--- config.mk ---
export PLATFORM = sky130hd
export DESIGN_NAME = name_rom_arbiter_flat
export DESIGN_NICKNAME = d
export VERILOG_FILES = /design/src/rtl/name_rom_arbiter_if.sv /design/src/rtl/name_rom_arbiter.sv /design/src/flat_wrapper.sv
export SDC_FILE = /design/constraint.sdc
export NUM_CORES = 1
export LEC_CHECK = 0
export BUFFER_PORTS_ARGS = -buffer_cell sky130_fd_sc_hd__buf_2
export CELL_PAD_IN_SITES_DETAIL_PLACEMENT = 0
export CELL_PAD_IN_SITES_GLOBAL_PLACEMENT = 1
export CORE_MARGIN = 2
export CORE_UTILIZATION = 36
export CTS_BUF_LIST = sky130_fd_sc_hd__clkbuf_8
export CTS_CLUSTER_DIAMETER = 60
export DETAILED_ROUTE_END_ITERATION = 12
export PLACE_DENSITY = 0.82
export RECOVER_POWER = 100
export SYNTH_ARGS = -nofsm -noshare
export SYNTH_HDL_FRONTEND = slang
export SYNTH_SLANG_ARGS = --single-unit
--- constraint.sdc ---
create_clock -name i_clk2 -period 2.4 [get_ports i_clk2]
set_input_delay 0.12 -clock i_clk2 [delete_from_list [all_inputs] [get_ports i_clk2]]
set_output_delay 0.12 -clock i_clk2 [all_outputs]
set_load 0.03 [all_outputs]
--- src/rtl/name_rom_arbiter_if.sv ---
// Bus bundle between the name-banner ROM arbiter, its two requesters and the sprite ROM.
// The slave modport is the arbiter side; the master modport is the requester/ROM side.
interface name_rom_arbiter_if #(
  parameter int ADDR_W = 13,
  parameter int DATA_W = 8
);
  logic              i_disp_req;
  logic [8:0]        i_disp_x;
  logic [3:0]        i_disp_y;
  logic [DATA_W-1:0] o_disp_data;
  logic              o_disp_valid;

  logic              i_aux_req;
  logic [8:0]        i_aux_x;
  logic [3:0]        i_aux_y;
  logic              o_aux_gnt;
  logic [DATA_W-1:0] o_aux_data;
  logic              o_aux_valid;

  logic [ADDR_W-1:0] o_rom_addr;
  logic [DATA_W-1:0] i_rom_data;

  modport slave (
    input  i_disp_req, i_disp_x, i_disp_y,
    output o_disp_data, o_disp_valid,
    input  i_aux_req, i_aux_x, i_aux_y,
    output o_aux_gnt, o_aux_data, o_aux_valid,
    output o_rom_addr,
    input  i_rom_data
  );

  modport master (
    output i_disp_req, i_disp_x, i_disp_y,
    input  o_disp_data, o_disp_valid,
    output i_aux_req, i_aux_x, i_aux_y,
    input  o_aux_gnt, o_aux_data, o_aux_valid,
    input  o_rom_addr,
    output i_rom_data
  );
endinterface

--- src/rtl/name_rom_arbiter.sv ---
// Shares the single-port name-banner sprite ROM between the display fetch (absolute priority)
// and an aux requester. Optional bounds checking is enabled by defining NAME_ROM_BOUNDS_EN.
//
// state  | meaning
// A_IDLE | no aux read in flight; a high i_aux_req may be issued when the display is idle
// A_BUSY | aux read in flight; i_aux_req ignored until o_aux_valid
module name_rom_arbiter #(
  parameter int IMG_W  = 356,
  parameter int IMG_H  = 12,
  parameter int ADDR_W = 13,
  parameter int DATA_W = 8
) (
  input  logic i_clk2,
  input  logic i_rst,
  name_rom_arbiter_if.slave bus
);

  localparam int SUM_W = ADDR_W + 3;

  // The shift-add address decomposition below is hard-wired for a 356-wide image.
  if (IMG_W != 356) begin : g_bad_width
    $error("name_rom_arbiter: address decomposition assumes IMG_W == 356");
  end
  if (IMG_W * IMG_H > (1 << ADDR_W)) begin : g_bad_addr_w
    $error("name_rom_arbiter: ADDR_W too narrow for IMG_W*IMG_H");
  end

  typedef enum logic {A_IDLE = 1'b0, A_BUSY = 1'b1} aux_state_t;

  typedef struct packed {
    logic valid;
    logic owner;   // 1 = aux, 0 = display
    logic oob;
  } tag_t;

  function automatic logic [ADDR_W-1:0] xy_to_addr(input logic [8:0] x, input logic [3:0] y);
    logic [SUM_W-1:0] yw;
    logic [SUM_W-1:0] xw;
    logic [SUM_W-1:0] sum;
    yw  = {{(SUM_W-4){1'b0}}, y};
    xw  = {{(SUM_W-9){1'b0}}, x};
    sum = (yw << 8) + (yw << 6) + (yw << 5) + (yw << 2) + xw;
    return sum[ADDR_W-1:0];
  endfunction

`ifdef NAME_ROM_BOUNDS_EN
  localparam logic [8:0] IMG_W_C = 9'(IMG_W);
  localparam logic [3:0] IMG_H_C = 4'(IMG_H);

  function automatic logic is_oob(input logic [8:0] x, input logic [3:0] y);
    return (x >= IMG_W_C) || (y >= IMG_H_C);
  endfunction
`else
  function automatic logic is_oob(input logic [8:0] x, input logic [3:0] y);
    return 1'b0 & (|x) & (|y);
  endfunction
`endif

  aux_state_t        aux_state_q, aux_state_d;
  tag_t              tag_s1, tag_s2;
  logic              disp_issue, aux_issue, any_issue;
  logic [ADDR_W-1:0] sel_addr;
  logic              sel_oob;
  logic [DATA_W-1:0] ret_data;

  logic [ADDR_W-1:0] rom_addr_q;
  logic [DATA_W-1:0] disp_data_q, aux_data_q;
  logic              disp_valid_q, aux_valid_q, aux_gnt_q;

  always_ff @(posedge i_clk2) begin
    if (i_rst) aux_state_q <= A_IDLE;
    else       aux_state_q <= aux_state_d;
  end

  always_comb begin
    aux_state_d = aux_state_q;
    case (aux_state_q)
      A_IDLE: if (aux_issue) aux_state_d = A_BUSY;
      A_BUSY: if (tag_s2.valid && tag_s2.owner) aux_state_d = A_IDLE;
      default: aux_state_d = A_IDLE;
    endcase
  end

  always_comb begin
    disp_issue = bus.i_disp_req;
    aux_issue  = !bus.i_disp_req && (aux_state_q == A_IDLE) && bus.i_aux_req;
    any_issue  = disp_issue || aux_issue;
    sel_addr   = rom_addr_q;
    sel_oob    = 1'b0;
    if (disp_issue) begin
      sel_addr = xy_to_addr(bus.i_disp_x, bus.i_disp_y);
      sel_oob  = is_oob(bus.i_disp_x, bus.i_disp_y);
    end else if (aux_issue) begin
      sel_addr = xy_to_addr(bus.i_aux_x, bus.i_aux_y);
      sel_oob  = is_oob(bus.i_aux_x, bus.i_aux_y);
    end
  end

  // Out-of-bounds reads return transparent pixels at the normal latency.
  assign ret_data = tag_s2.oob ? '0 : bus.i_rom_data;

  always_ff @(posedge i_clk2) begin
    if (i_rst) begin
      tag_s1       <= '0;
      tag_s2       <= '0;
      rom_addr_q   <= '0;
      aux_gnt_q    <= 1'b0;
      disp_valid_q <= 1'b0;
      aux_valid_q  <= 1'b0;
      disp_data_q  <= '0;
      aux_data_q   <= '0;
    end else begin
      tag_s1       <= '{valid: any_issue, owner: aux_issue, oob: sel_oob};
      tag_s2       <= tag_s1;
      if (any_issue && !sel_oob) rom_addr_q <= sel_addr;
      aux_gnt_q    <= aux_issue;
      disp_valid_q <= tag_s2.valid && !tag_s2.owner;
      aux_valid_q  <= tag_s2.valid && tag_s2.owner;
      if (tag_s2.valid) begin
        if (tag_s2.owner) aux_data_q  <= ret_data;
        else              disp_data_q <= ret_data;
      end
    end
  end

  assign bus.o_rom_addr   = rom_addr_q;
  assign bus.o_aux_gnt    = aux_gnt_q;
  assign bus.o_disp_valid = disp_valid_q;
  assign bus.o_disp_data  = disp_data_q;
  assign bus.o_aux_valid  = aux_valid_q;
  assign bus.o_aux_data   = aux_data_q;

endmodule

--- src/flat_wrapper.sv ---
// flat-port wrapper written by rule: the top's interface ports become plain ports
module name_rom_arbiter_flat 
#(
  parameter int IMG_W  = 356,
  parameter int IMG_H  = 12,
  parameter int ADDR_W = 13,
  parameter int DATA_W = 8
)
  (i_clk2, i_rst, bus_i_disp_req, bus_i_disp_x, bus_i_disp_y, bus_o_disp_data, bus_o_disp_valid, bus_i_aux_req, bus_i_aux_x, bus_i_aux_y, bus_o_aux_gnt, bus_o_aux_data, bus_o_aux_valid, bus_o_rom_addr, bus_i_rom_data);
  name_rom_arbiter_if #(.ADDR_W(ADDR_W), .DATA_W(DATA_W)) bus_i ();
  input  logic i_clk2;
  input  logic i_rst;
  input wire logic [$bits(bus_i.i_disp_req)-1:0] bus_i_disp_req;
  input wire logic [$bits(bus_i.i_disp_x)-1:0] bus_i_disp_x;
  input wire logic [$bits(bus_i.i_disp_y)-1:0] bus_i_disp_y;
  output wire logic [$bits(bus_i.o_disp_data)-1:0] bus_o_disp_data;
  output wire logic [$bits(bus_i.o_disp_valid)-1:0] bus_o_disp_valid;
  input wire logic [$bits(bus_i.i_aux_req)-1:0] bus_i_aux_req;
  input wire logic [$bits(bus_i.i_aux_x)-1:0] bus_i_aux_x;
  input wire logic [$bits(bus_i.i_aux_y)-1:0] bus_i_aux_y;
  output wire logic [$bits(bus_i.o_aux_gnt)-1:0] bus_o_aux_gnt;
  output wire logic [$bits(bus_i.o_aux_data)-1:0] bus_o_aux_data;
  output wire logic [$bits(bus_i.o_aux_valid)-1:0] bus_o_aux_valid;
  output wire logic [$bits(bus_i.o_rom_addr)-1:0] bus_o_rom_addr;
  input wire logic [$bits(bus_i.i_rom_data)-1:0] bus_i_rom_data;
  assign bus_i.i_disp_req = bus_i_disp_req;
  assign bus_i.i_disp_x = bus_i_disp_x;
  assign bus_i.i_disp_y = bus_i_disp_y;
  assign bus_o_disp_data = bus_i.o_disp_data;
  assign bus_o_disp_valid = bus_i.o_disp_valid;
  assign bus_i.i_aux_req = bus_i_aux_req;
  assign bus_i.i_aux_x = bus_i_aux_x;
  assign bus_i.i_aux_y = bus_i_aux_y;
  assign bus_o_aux_gnt = bus_i.o_aux_gnt;
  assign bus_o_aux_data = bus_i.o_aux_data;
  assign bus_o_aux_valid = bus_i.o_aux_valid;
  assign bus_o_rom_addr = bus_i.o_rom_addr;
  assign bus_i.i_rom_data = bus_i_rom_data;
  name_rom_arbiter #(.IMG_W(IMG_W), .IMG_H(IMG_H), .ADDR_W(ADDR_W), .DATA_W(DATA_W)) u_core (.i_clk2(i_clk2), .i_rst(i_rst), .bus(bus_i));
endmodule
==> flow_results.org, run 1 <==
** Worst setup path
- R2R Setup Slk :: 910 ps
- The cell family contributing the most delay on the critical path is adder cells.
- Data arrival time of the critical path :: 2520 ps
- For the worst setup path, the data required time is 2550 ps.
- In this run the critical register-to-register path is captured at u_core.bus.o_rom_addr[10]$_SDFFE_PP0P_.
- Endpoint type of the worst setup path :: register
- Counting both buffers and inverters, the worst setup path holds a total of 3.
- STA classifies the critical path startpoint as a primary input.
- The critical path in this run is classified as primary input to register.
- Sequence of cells on the critical path :: buf_2, clkinvlp_4, fa_1, inv_1, ha_1, fa_2, a211oi_2, nor2_1, nor2_1, mux2i_1, a211oi_2
- On the worst path, the slowest cell contributes a delay of 550 ps.
- Critical-path maximum fanout :: 3
- For this design, the slowest cell found on the critical path is fa_1.
- In this run the critical register-to-register path is launched from u_core.aux_state_q$_SDFF_PP0_.
- R2R depth :: 4

** Clocking
- The clock tree synthesis step divided the H-tree into 2 levels.
- Clock-pin slew was measured on the worst setup and hold paths at 70 ps.
- Hold repair after CTS inserted 0 buffers.
- Clock tree from TritonCTS :: yes
- Clock latency on the worst-skew pair, taken at its later pin, is 280 ps.
- The clock passes through at most 2 buffers.
- Total setup buffers inserted after CTS :: 0
- In this run, CTS created clock tree buffers numbering 5.
- The tree is rooted in a clkbuf_8.
- The tree built by TritonCTS fans out to 36 sinks.

** Drt
- Dividing the detail-routed wire length by the instance count gives 12.9 µm.
- Routed Wire Length :: 6210 µm
- The first detailed-routing pass took 4 iterations.
- For this run, design rule violations remaining after detail routing come to 0.
- Ratio of routed vias to standard cells :: 4.69
- Violation count after the first detailed-routing iteration :: 59
- The detail route stage leaves a number of antenna-violating nets equal to 0.
- Total number of vias :: 2264

** Timing
- Across all hold checks on the routed design, the worst slack comes to 79.3 ps.
- Setup clock skew after layout :: 8.03 ps
- Count of final setup violators :: 0
- Tightest Pin Transition :: 629 ps
- Slew headroom :: 58.1%
- The number of hold violations in the final report is 0.
- The worst path needs 2360 ps of the cycle, external delays included.
- Static timing analysis puts the maximum clock frequency at 423 MHz.
- The max-slew violation count was 0.
- Setup repair after global routing missed its margin :: yes
- The worst path uses 98.5% of the clock period.

** Flow run
- Max Cap Viol :: 0

** Cells and area
- Fill cells in the final layout number 708.
- The finished cells cover 0.00334 mm².
- Multi-input logic area :: 0.00172 mm²
- Fraction of final layout cells sized beyond drive strength 1 :: 24.3%
- The area growth from synthesis to layout is 31.0%.
- Net count, final :: 473
- Leading cell type in the layout, fill and taps excluded :: nand2_1
- Sequential cell area :: 721 µm²
- 0 antenna diodes ended up in the layout.
- Commonest cells after routing, fill and taps aside :: nand2_1, buf_2, dfxtp_1

** Power and ir drop
- Leakage power total :: 0.00158 µW
- In this run the power density over the cells is 631 mW/mm².
- Largest voltage drop on the vdd net :: 0.000233 V

** Logic synthesis
- Yosys mapped a number of flops with a built-in enable equal to 0.
- Dominant register cell in the synthesized netlist :: dfxtp_1
- Total nets after synthesis :: 375
- Count of unique library cells instantiated by Yosys :: 43
- Sequential cells were found to cover 28.3% of the synthesized design area.
- Mapped Avg Cell Area :: 8.85 µm²
- Warnings, synthesis :: 0
- Cells after Synth :: 288
- After synthesis, the share of flip-flops with an asynchronous set or reset is 0%.
- Cell area after synthesis :: 0.00255 mm²
- Number of flip-flops and latches in the synthesized netlist :: 36

** Place
- Buffers on Ports :: 69
- At the end of routability-driven placement, the weighted congestion stood at 0.819.
- Placed Area :: 0.00323 mm²
- Detailed-placement wirelength estimate :: 5000 µm

** Floorplan
- The floorplan has 30 rows.
- The floorplan step set the die width to 88.2 µm.
- Die height :: 88.2 µm
- Ports :: 70
- Core Area :: 0.00683 mm²
- Initial Util :: 37.3%
- Area of the die :: 0.00777 mm²

** Worst hold path
- The path class of the tightest hold or removal check is primary input to register.
- Hold_sp :: bus_i_rom_data[1]
- The worst hold path terminates at u_core.bus.o_aux_data[1]$_SDFFE_PP0P_.
- Min-Delay Path Depth :: 3

** Global routing
- The initial antenna violation count came to 0.
- Entering global routing, the biggest net connects 33 pins.
- Total congestion overflow after global routing :: 0
- The via count of the first global-routing pass came to 2247.
- GRT Total Usage :: 16.1%
- The first global-routing pass estimated 9810 µm of wire.

** Status
- The run finished with clean final reports.
[cell usage after synthesis (3+ instances only)]
cell	count	share of area, %
a211oi_1	11	3.2
a211oi_2	4	2.0
a21o_1	4	1.2
a21oi_1	22	4.3
clkbuf_1	5	0.74
dfxtp_1	36	28
fa_1	12	9.4
ha_1	37	18
inv_1	32	4.7
mux2i_1	8	3.1
nand2_1	42	6.2
nand3_1	3	0.59
nor2_1	18	2.6
nor2b_1	4	0.98
o21ai_0	7	1.4
o221ai_1	4	1.4
xor2_1	6	2.1
[through the flow]
stage | setup TNS, ps | std cells | util (%) | power (µW) | setup WS (ps)
2_1_floorplan | 0 | 288 | - | 1250 | 7.36
3_3_place_gp | -1260 | 475 | 47.3 | 1570 | -222
3_5_place_dp | -1640 | 475 | 47.3 | 1580 | -294
4_1_cts | 0 | 483 | 48.8 | 2100 | 24.3
5_1_grt | -50.2 | 483 | 48.9 | 2260 | -42.8
6_report | 0 | 483 | 48.9 | 2110 | 35.5
[how the worst max path moves through the flow]
stage | slack, ps | cells after the start | end | start
final | 40 | 11 | u_core.bus.o_rom_addr[10]$_SDFFE_PP0P_ | bus_i_aux_y[0]
after global routing | -40 | 11 | u_core.bus.o_rom_addr[10]$_SDFFE_PP0P_ | bus_i_aux_y[0]
after CTS | 20 | 11 | u_core.bus.o_rom_addr[10]$_SDFFE_PP0P_ | bus_i_aux_y[0]
after detailed placement | -290 | 11 | u_core.bus.o_rom_addr[10]$_SDFFE_PP0P_ | bus_i_aux_y[0]
after global placement | -220 | 11 | u_core.bus.o_rom_addr[10]$_SDFFE_PP0P_ | bus_i_aux_y[0]
after floorplan | 7 | 10 | u_core.bus.o_rom_addr[10]$_SDFFE_PP0P_ | bus_i_aux_y[0]
[state kept, by name (all words and copies together) (netlist names)]
register	cells
u_core.tag_s2	2
u_core.bus.o_disp_data	8
u_core.aux_state_q	1
u_core.bus.o_disp_valid	1
u_core.bus.o_aux_data	8
u_core.tag_s1	2
u_core.bus.o_aux_valid	1
u_core.bus.o_rom_addr	13
[worst reg2reg max path: stages, from the launching register on]
cell and delay, ps:
dfxtp_1 310, nand2b_1 180, nand2b_1 480, o221ai_1 230, a211oi_2 220
[layer usage]
layer / up-vias / track usage [%] / routed length [µm]
li1: 1184 / - / -
met1: 1029 / 19.5 / 2830
met2: 45 / 28.4 / 3020
met3: 6 / 3.77 / 289
met4: 0 / 4.27 / 78
met5: - / 0 / 0
[power by group]
part           total (µW)  switching [µW]  leakage, µW  internal (µW)
clock                 514             211    0.0000593            304
combinational         925             504      0.00122            420
sequential            669            26.3     0.000295            643
total                2110             741      0.00158           1370
[what timing repair did]
action	4_1_cts	5_1_grt
endpoints found under the setup margin	0	5
resized for setup	0	6
endpoints found under the hold margin	0	0
[logic make-up after synthesis]
kind of cell	share of synthesized area (%)
simple gates	13.9
compound gates	18.0
fa+ha+maj	27.6
buf+inv	6.72
flops	28.3
mux	3.14
xor+xnor	2.40
[layout make-up]
class                           count  share of cell area, %
Tap cell                           96                   3.60
Clock buffer                        5                   2.06
Clock inverter                      3                   1.16
Timing Repair Buffer              101                   16.3
Multi-Input combinational cell    210                   51.6
Sequential cell                    36                   21.6
Inverter                           32                   3.71
Power figures use the tool's default switching activity.
==> inputs of run 2 (changes only) <==
--- a/config.mk
+++ b/config.mk
@@ -5,7 +5,7 @@
 export SDC_FILE = /design/constraint.sdc
 export NUM_CORES = 1
 export LEC_CHECK = 0
-export BUFFER_PORTS_ARGS = -buffer_cell sky130_fd_sc_hd__buf_2
+export BUFFER_PORTS_ARGS = -buffer_cell sky130_fd_sc_hd__buf_4
 export CELL_PAD_IN_SITES_DETAIL_PLACEMENT = 0
 export CELL_PAD_IN_SITES_GLOBAL_PLACEMENT = 1
 export CORE_MARGIN = 2
@@ -15,6 +15,7 @@
 export DETAILED_ROUTE_END_ITERATION = 12
 export PLACE_DENSITY = 0.82
 export RECOVER_POWER = 100
+export SETUP_SLACK_MARGIN = 0.2
 export SYNTH_ARGS = -nofsm -noshare
 export SYNTH_HDL_FRONTEND = slang
 export SYNTH_SLANG_ARGS = --single-unit
==> run 2 against run 1 <==
Effect of this change: clock power fell by 15%; largest cell class unchanged; via count grew 2.1%; clock-buffer cell count increased by 1; routed wire length shrank 1.2%; worst setup slack improved by 120 ps; total power is essentially flat; design area grew 4.5%.
==> flow_results.org, run 2 (same netlist as run 1, synthesis figures left out) <==
** Status
- Outcome :: complete, no violations (unchanged)

** Global routing
- Largest net degree at the start of global routing :: 33 (unchanged)
- The wire length of the first global-routing pass was 9880 µm (was 9810 µm).
- Initial antenna violation count :: 0 (unchanged)
- Vias in the first global route :: 2213 (was 2247)
- GRT Total Usage :: 16.2% (was 16.1%)
- Total congestion overflow after global routing :: 0 (unchanged)

** Clocking
- Clock tree from TritonCTS :: yes (unchanged)
- CTS Root Cell :: clkbuf_8 (unchanged)
- Hold buffer count at CTS :: 0 (unchanged)
- Worst-Skew Late Latency :: 290 ps (was 280 ps)
- Number of sinks driven by the clock tree :: 36 (unchanged)
- The maximum number of buffers from clock root to sink is 2 (unchanged).
- Clock transition time at the flip-flop clock pins of the worst setup and hold paths :: 70 ps (about the same)
- The total CTS buffers came to 5 (unchanged).
- The H-tree depth reported by CTS is 2 (unchanged).

** Place
- Buffers on Ports :: 69 (unchanged)
- The global placement routability congestion was 0.854 (was 0.819).
- The cell total after placement came to 471 (was 475).
- The cell area after placement is 0.00345 mm² (was 0.00323 mm²).
- The HPWL after detailed placement was 4990 µm (was 5000 µm).

** Power and ir drop
- Cell Pwr Density :: 603 mW/mm² (was 631 mW/mm²)
- Final Power :: 2110 µW (about the same)
- The net switching component of the power was 760 µW (was 741 µW).
- Switching part of the total :: 36.0% (was 35.2%)
- Clock Power Share :: 20.7% (was 24.4%)
- The part of the power in registers came to 31.8% (was 31.7%).
- The cell leakage power is 0.00158 µW (about the same).
- The combinational share of power came to 47.5% (was 43.9%).
- Largest voltage drop on the vdd net :: 0.000234 V (was 0.000233 V)
- Cell internal pwr :: 1350 µW (was 1370 µW)

** Cells and area
- Fin cells :: 480 (was 483)
- The flip-flop count of the largest register after layout was 13 (unchanged).
- Commonest cells after routing, fill and taps aside: buf_4, nand2_1, dfxtp_1 (was nand2_1, buf_2, dfxtp_1).
- Synth-to-layout area growth :: 36.9% (was 31.0%)
- Net count, final :: 470 (was 473)
- Filler Cells Inserted :: 700 (was 708)
- The finished layout cell area was 0.00349 mm² (was 0.00334 mm²).
- The most common cell after layout, fill and taps aside is buf_4 (was nand2_1).
- Post-layout utilization of the core :: 51.1% (was 48.9%)
- The layout cell share with drive strength beyond 1 is 27.6% (was 24.3%).
- # diodes :: 0 (unchanged)

** Worst setup path
- Sequence of cells on the critical path :: buf_8, clkinvlp_4, fa_1, inv_2, fa_1, ha_4, a211oi_1, o21bai_1, a41oi_2, xor2_1, a211oi_2 (was buf_2, clkinvlp_4, fa_1, inv_1, ha_1, fa_2, a211oi_2, nor2_1, nor2_1, mux2i_1, a211oi_2)
- Peak per-stage delay on the critical path :: 540 ps (was 550 ps)
- Startpoint Class :: primary input (unchanged)
- R2R depth :: 5 (was 4)
- Required arrival time at the worst endpoint :: 2570 ps (was 2550 ps)
- Critical path class :: primary input to register (unchanged)
- Critical-path maximum fanout :: 4 (was 3)
- CP max stage cell :: fa_1 (unchanged)
- The cell class contributing the biggest share of worst-path delay is adder cells (unchanged).
- The path length in cells of the critical path was 11 (unchanged).
- Most common cell type on the critical path :: fa_1
- The buffer and inverter count on the worst path came to 3 (unchanged).
- The category of the worst setup path capture point was a register (unchanged).
- Data arrival time of the critical path :: 2410 ps (was 2520 ps)

** Timing
- The sum of negative setup slack came to 0 ps (unchanged).
- Final hold violation count :: 0 (unchanged)
- Final count of pins violating max slew :: 0 (unchanged)
- Tightest Pin Transition :: 597 ps (was 629 ps)
- Setup repair after global routing missed its margin: yes (unchanged).
- Count of final setup violators :: 0 (unchanged)
- The clock period minus worst slack is 2250 ps (was 2360 ps).
- The relative max-transition margin is 60.2% (was 58.1%).
- The share of the clock period used by the worst path after layout was 93.5% (was 98.5%).
- The peak clock frequency supported by timing came to 445 MHz (was 423 MHz).
- Setup clock skew after layout :: 9.91 ps (was 8.03 ps)

** Floorplan
- Cell Rows :: 30 (unchanged)
- Die span in x :: 88.2 µm (unchanged)
- The area of the die is 0.00777 mm² (unchanged).
- The total I/O pin count is 70 (unchanged).
- Die height :: 88.2 µm (unchanged)
- The core footprint was 0.00683 mm² (unchanged).
- Initial Util :: 37.3% (unchanged)

** Worst hold path
- Min-Delay Path Depth :: 3 (unchanged)
- Worst hold path type :: primary input to register (unchanged)

** Drt
- Ratio of routed vias to standard cells :: 4.82 (was 4.69)
- The via count came to 2312 (was 2264).
- Violation count after the first detailed-routing iteration :: 55 (was 59)
- Routed Wire Length :: 6140 µm (was 6210 µm)
- The average wire length per cell after detail routing is 12.8 µm (was 12.9 µm).
- The final routed DRC violation total is 0 (unchanged).
- The count of antenna-violating nets left after detailed routing is 0 (unchanged).
- Drt first pass iters :: 4 (unchanged)

** Flow run
- The number of max-cap violations was 0 (unchanged).
==> run 2: cell count changes in the layout (fill, tap and decap cells not counted), sizes merged <==
cell and delta:
bufinv -1, buf -2, inv -1, clkinv -1, clkinvlp +2
==> run 2: metrics by stage <==
step / hold WS, ps / setup WS (ps)
2_1_floorplan: 256 / 70.9
4_1_cts: 84.7 / 157
5_1_grt: 84.3 / 59.5
3_3_place_gp: 377 / -166
6_report: 87.9 / 155
3_5_place_dp: 390 / -180
==> run 2: power groups by stage <==
stage	Clock (µW)	Sequential, µW	Combinational [µW]
after floorplan	0	759	541
after global placement	0	682	970
after detailed placement	0	684	985
after CTS	445	671	1000
after global routing	472	673	1110
final	436	670	1000
==> run 2: path summary, 6_finish.rpt <==
kind | slack, ps | endpoint | startpoint
setup / recovery | 150 | u_core.bus.o_rom_addr[11]$_SDFFE_PP0P_ | bus_i_aux_y[0]
hold / removal | 90 | u_core.bus.o_disp_data[4]$_SDFFE_PP0P_ | bus_i_rom_data[4]
setup reg to reg | 920 | u_core.bus.o_rom_addr[10]$_SDFFE_PP0P_ | u_core.aux_state_q$_SDFF_PP0_
hold reg to reg | 440 | u_core.tag_s2[2]$_SDFF_PP0_ | u_core.tag_s1[2]$_SDFF_PP0_
==> run 2: final cells by class <==
class                           count  area [µm²]  area share [%]
Sequential cell                    36         721            20.6
Inverter                           32         128            3.65
Timing Repair Buffer               98         631            18.1
Clock inverter                      2        11.3           0.322
Clock buffer                        6        82.6            2.36
Tap cell                           96         120            3.44
Multi-Input combinational cell    210        1800            51.5
==> run 2: what timing repair did <==
action,in CTS,in global routing
endpoints found under the setup margin,5,7
pin swaps,5,7
buffers inserted,0,1
resized for setup,1,20
==> run 2: layer usage <==
layer  global-route usage (%)  up-vias  share of wire, %
met5                        0        -                 0
li1                         -     1183                 -
met3                     3.11       10               4.3
met1                     19.8     1063                45
met4                     6.89        0               3.3
met2                     27.8       56                47
==> run 2: worst reg2reg max path, stage by stage, from the launching register on <==
cell	delay, ps
dfxtp_1	310
nand2b_1	180
or2_0	310
or3_1	350
mux2i_1	180
a211oi_2	50
==> inputs of run 3 (changes only) <==
--- a/config.mk
+++ b/config.mk
@@ -8,7 +8,7 @@
 export BUFFER_PORTS_ARGS = -buffer_cell sky130_fd_sc_hd__buf_4
 export CELL_PAD_IN_SITES_DETAIL_PLACEMENT = 0
 export CELL_PAD_IN_SITES_GLOBAL_PLACEMENT = 1
-export CORE_MARGIN = 2
+export CORE_MARGIN = 10
 export CORE_UTILIZATION = 36
 export CTS_BUF_LIST = sky130_fd_sc_hd__clkbuf_8
 export CTS_CLUSTER_DIAMETER = 60
==> constraint.sdc (replaced) <==
create_clock -name i_clk2 -period 1.8 [get_ports i_clk2]
set_input_delay 0.09 -clock i_clk2 [delete_from_list [all_inputs] [get_ports i_clk2]]
set_output_delay 0.09 -clock i_clk2 [all_outputs]
set_load 0.03 [all_outputs]
==> run 3 against run 2 <==
Effect of this change: the flow now finishes with violations (setup timing); clock power is 32% higher; largest power group unchanged; sequential cell count unchanged; combinational power rose by 45%; first-iteration DRC count up 71%; critical endpoint is now u_core.bus.o_rom_addr[10]$_SDFFE_PP0P_; register-to-register slack got worse by 580 ps.
==> flow_results.org, run 3 (same netlist as run 1, synthesis figures left out) <==
** Status
- Outcome: finished, violations left (was complete, no violations).
- Violated checks :: setup timing

** Drt
- The wire length reported by the detailed router came to 7320 µm (was 6140 µm).
- Drt first pass iters :: 4 (unchanged)
- The final routed DRC violation total came to 0 (unchanged).
- Total number of vias :: 2404 (was 2312)
- The ratio of routed vias to standard cells was 4.90 (was 4.82).
- Final antenna-violating net count :: 0 (unchanged)
- Average wire per standard cell :: 14.9 µm (was 12.8 µm)
- The DRC marker count from the first detailed-route iteration is 94 (was 55).

** Cells and area
- Commonest cells after routing, fill and taps aside :: buf_4, nand2_1, dfxtp_1 (unchanged)
- The core utilization of the finished layout is 54.0% (was 51.1%).
- The final standard cell count with taps included and fillers excluded was 491 (was 480).
- The area growth from synthesis to final layout came to 44.8% (was 36.9%).
- Sequential cell area :: 721 µm² (unchanged)
- The layout cell share with drive strength beyond 1 was 33.2% (was 27.6%).
- Max FFs per register :: 13 (unchanged)
- Net count, final :: 481 (was 470)
- The area of the multi-input gates came to 0.00189 mm² (was 0.00180 mm²).
- Filler Cells Inserted :: 694 (was 700)
- The most common cell after layout, fill and taps aside is buf_4 (unchanged).
- # diodes :: 0 (unchanged)

** Worst setup path
- The category of the worst setup path capture point was a register (unchanged).
- Cell family with the largest share of critical-path delay :: adder cells (unchanged)
- Start of the worst register-to-register path :: u_core.aux_state_q$_SDFF_PP0_ (unchanged)
- Most common cell type on the critical path :: a211oi_2 (was fa_1)
- The maximum fanout along the worst path is 3 (was 4).
- CP max stage cell :: fa_1 (unchanged)
- The worst reg2reg path depth was 5 (unchanged).
- R2R Setup Slk :: 340 ps (was 920 ps)
- The critical path start-end classification is primary input to register (unchanged).
- Sum of buffers and inverters on the critical path :: 4 (was 3)
- Sequence of cells on the critical path :: buf_8, clkinvlp_4, buf_4, fa_1, inv_2, ha_4, fa_2, a211oi_2, o21bai_1, a21oi_2, xor2_1, a211oi_2 (was buf_8, clkinvlp_4, fa_1, inv_2, fa_1, ha_4, a211oi_1, o21bai_1, a41oi_2, xor2_1, a211oi_2)
- The data arrival time of the critical path came to 2380 ps (was 2410 ps).
- The capturing point of the worst reg2reg path is u_core.bus.o_rom_addr[0]$_SDFFE_PP0P_ (was u_core.bus.o_rom_addr[10]$_SDFFE_PP0P_).
- Peak per-stage delay on the critical path :: 490 ps (was 540 ps)
- The type of origin of the critical path was a primary input (unchanged).
- Required arrival time at the worst endpoint :: 1950 ps (was 2570 ps)

** Place
- The global placement routability congestion was 0.795 (was 0.854).
- The number of buffer cells added on primary ports came to 69 (unchanged).
- Dpl cells :: 478 (was 471)
- The HPWL after detailed placement came to 5800 µm (was 4990 µm).
- Worst slack, placed :: -742 ps (was -180 ps)

** Floorplan
- The effective utilization at floorplan is 37.3% (unchanged).
- The vertical die dimension was 104 µm (was 88.2 µm).
- The horizontal extent of the die is 104 µm (was 88.2 µm).
- Core Area :: 0.00683 mm² (unchanged)
- Area of the die :: 0.0108 mm² (was 0.00777 mm²)
- The total I/O pin count was 70 (unchanged).
- Cell Rows :: 30 (unchanged)

** Clocking
- Worst-Skew Late Latency :: 280 ps (was 290 ps)
- CTS buffer count :: 5 (unchanged)
- The maximum number of buffers from clock root to sink came to 2 (unchanged).
- The number of clock sinks seen by CTS came to 36 (unchanged).
- CTS Root Cell :: clkbuf_8 (unchanged)
- The H-tree depth reported by CTS came to 2 (unchanged).
- The clock tree from TritonCTS is yes (unchanged).
- The clock transition time at the flip-flop clock pins of the worst setup and hold paths was 70 ps (about the same).
- Hold buffer count at CTS :: 0 (unchanged)

** Power and ir drop
- Switch Pwr :: 1070 µW (was 760 µW)
- The net switching fraction of the power is 36.7% (was 36.0%).
- Cell internal pwr :: 1850 µW (was 1350 µW)
- Sequential share of power :: 30.5% (was 31.8%)
- Combinational fraction of design power :: 49.7% (was 47.5%)
- The clock power share is 19.7% (was 20.7%).
- Leakage power total :: 0.00165 µW (was 0.00158 µW)
- The worst ir drop on vdd was 0.000294 V (was 0.000234 V).
- The power density over the cells is 791 mW/mm² (was 603 mW/mm²).

** Timing
- Slew headroom :: 60.5% (was 60.2%)
- Counting I/O delays and the setup requirement, the final critical path takes 2230 ps.
- Count of final setup violators :: 7 (was 0)
- The setup clock skew after layout was 8.31 ps (was 9.91 ps).
- Setup repair after global routing missed its margin: yes (unchanged).
- The number of hold violations in the final report is 0 (unchanged).
- The final worst-path setup slack is -429 ps (was 155 ps).
- Tightest Pin Transition :: 591 ps (was 597 ps)
- Final worst hold slack :: 56.7 ps (was 87.9 ps)
- Fmax :: 449 MHz
- The sum of negative setup slack came to -2280 ps (was 0 ps).
- Share of the cycle needed by the critical path after routing :: 124%
- The max-slew violation count came to 0 (unchanged).

** Global routing
- Global-route wire length before repair :: 11700 µm (was 9880 µm)
- GRT Total Usage :: 12.8% (was 16.2%)
- The largest net degree at the start of global routing came to 33 (unchanged).
- The initial antenna violation count was 0 (unchanged).
- The remaining global-route overflow came to 0 (unchanged).
- Vias in the first global route :: 2450 (was 2213)

** Worst hold path
- The cell depth of the worst hold path is 3 (unchanged).
- The worst hold path endpoint is u_core.bus.o_aux_data[7]$_SDFFE_PP0P_ (was u_core.bus.o_disp_data[4]$_SDFFE_PP0P_).
- The source of the worst hold timing path was bus_i_rom_data[7] (was bus_i_rom_data[4]).
- The path class of the lowest-slack min-delay path was primary input to register (unchanged).

** Flow run
- The number of max-cap violations was 0 (unchanged).
## run 3: cell types whose count changed in the layout (fill, tap and decap cells not counted), sizes merged
cell	delta
buf	+10
clkinv	+2
clkbuf	+1
clkinvlp	-1
inv	-1
## run 3: timing repair
item                       CTS  global route
setup endpoints to repair    8             8
pin swaps                   19            17
buffers inserted             3             2
gates resized for setup     21             9
## run 3: power by group through the flow
stage,clock (µW),combinational (µW),sequential [µW]
4_1_cts,599,1470,895
3_3_place_gp,0,1360,912
3_5_place_dp,0,1390,913
5_1_grt,628,1580,898
2_1_floorplan,0,788,1010
6_report,576,1450,892
## run 3: worst reg2reg max path, delay by kind of cell (launching register included)
family	cells	cell delay, ps
AO/OA/AOI/OAI	1	220
buffers and inverters	1	420
flip-flops	1	310
AND/OR/NAND/NOR	3	430
## run 3: routing by layer
| layer | vias up | GRT usage [%] | routed length (µm) |
|---|---|---|---|
| met4 | 0 | 3.58 | 65 |
| li1 | 1203 | - | - |
| met2 | 69 | 23.7 | 3820 |
| met1 | 1122 | 14.7 | 3190 |
| met3 | 10 | 2.23 | 242 |
| met5 | - | 0 | 0 |
## run 3: layout make-up
class	instances	share of cell area [%]
Timing Repair Buffer	109	20.0
Clock buffer	6	2.24
Clock inverter	2	0.271
Inverter	32	3.59
Multi-Input combinational cell	210	51.1
Sequential cell	36	19.5
Tap cell	96	3.25
## run 3: how the worst max path moves through the flow
stage,slack [ps],end,startpoint,depth (start not counted)
5_1_grt,-500,u_core.bus.o_rom_addr[11]$_SDFFE_PP0P_,bus_i_disp_y[0],10
2_1_floorplan,-490,u_core.bus.o_rom_addr[11]$_SDFFE_PP0P_,bus_i_aux_y[0],10
3_5_place_dp,-740,u_core.bus.o_rom_addr[11]$_SDFFE_PP0P_,bus_i_aux_y[0],11
6_report,-430,u_core.bus.o_rom_addr[10]$_SDFFE_PP0P_,bus_i_disp_y[0],12
3_3_place_gp,-750,u_core.bus.o_rom_addr[12]$_SDFFE_PP0P_,bus_i_aux_y[0],9
4_1_cts,-370,u_core.bus.o_rom_addr[11]$_SDFFE_PP0P_,bus_i_aux_y[0],11
## run 3: through the flow
stage | power (µW) | area [µm²]
2_1_floorplan | 1800 | 2710
3_3_place_gp | 2270 | 3560
3_5_place_dp | 2300 | 3560
4_1_cts | 2960 | 3770
5_1_grt | 3100 | 3690
6_report | 2920 | 3690
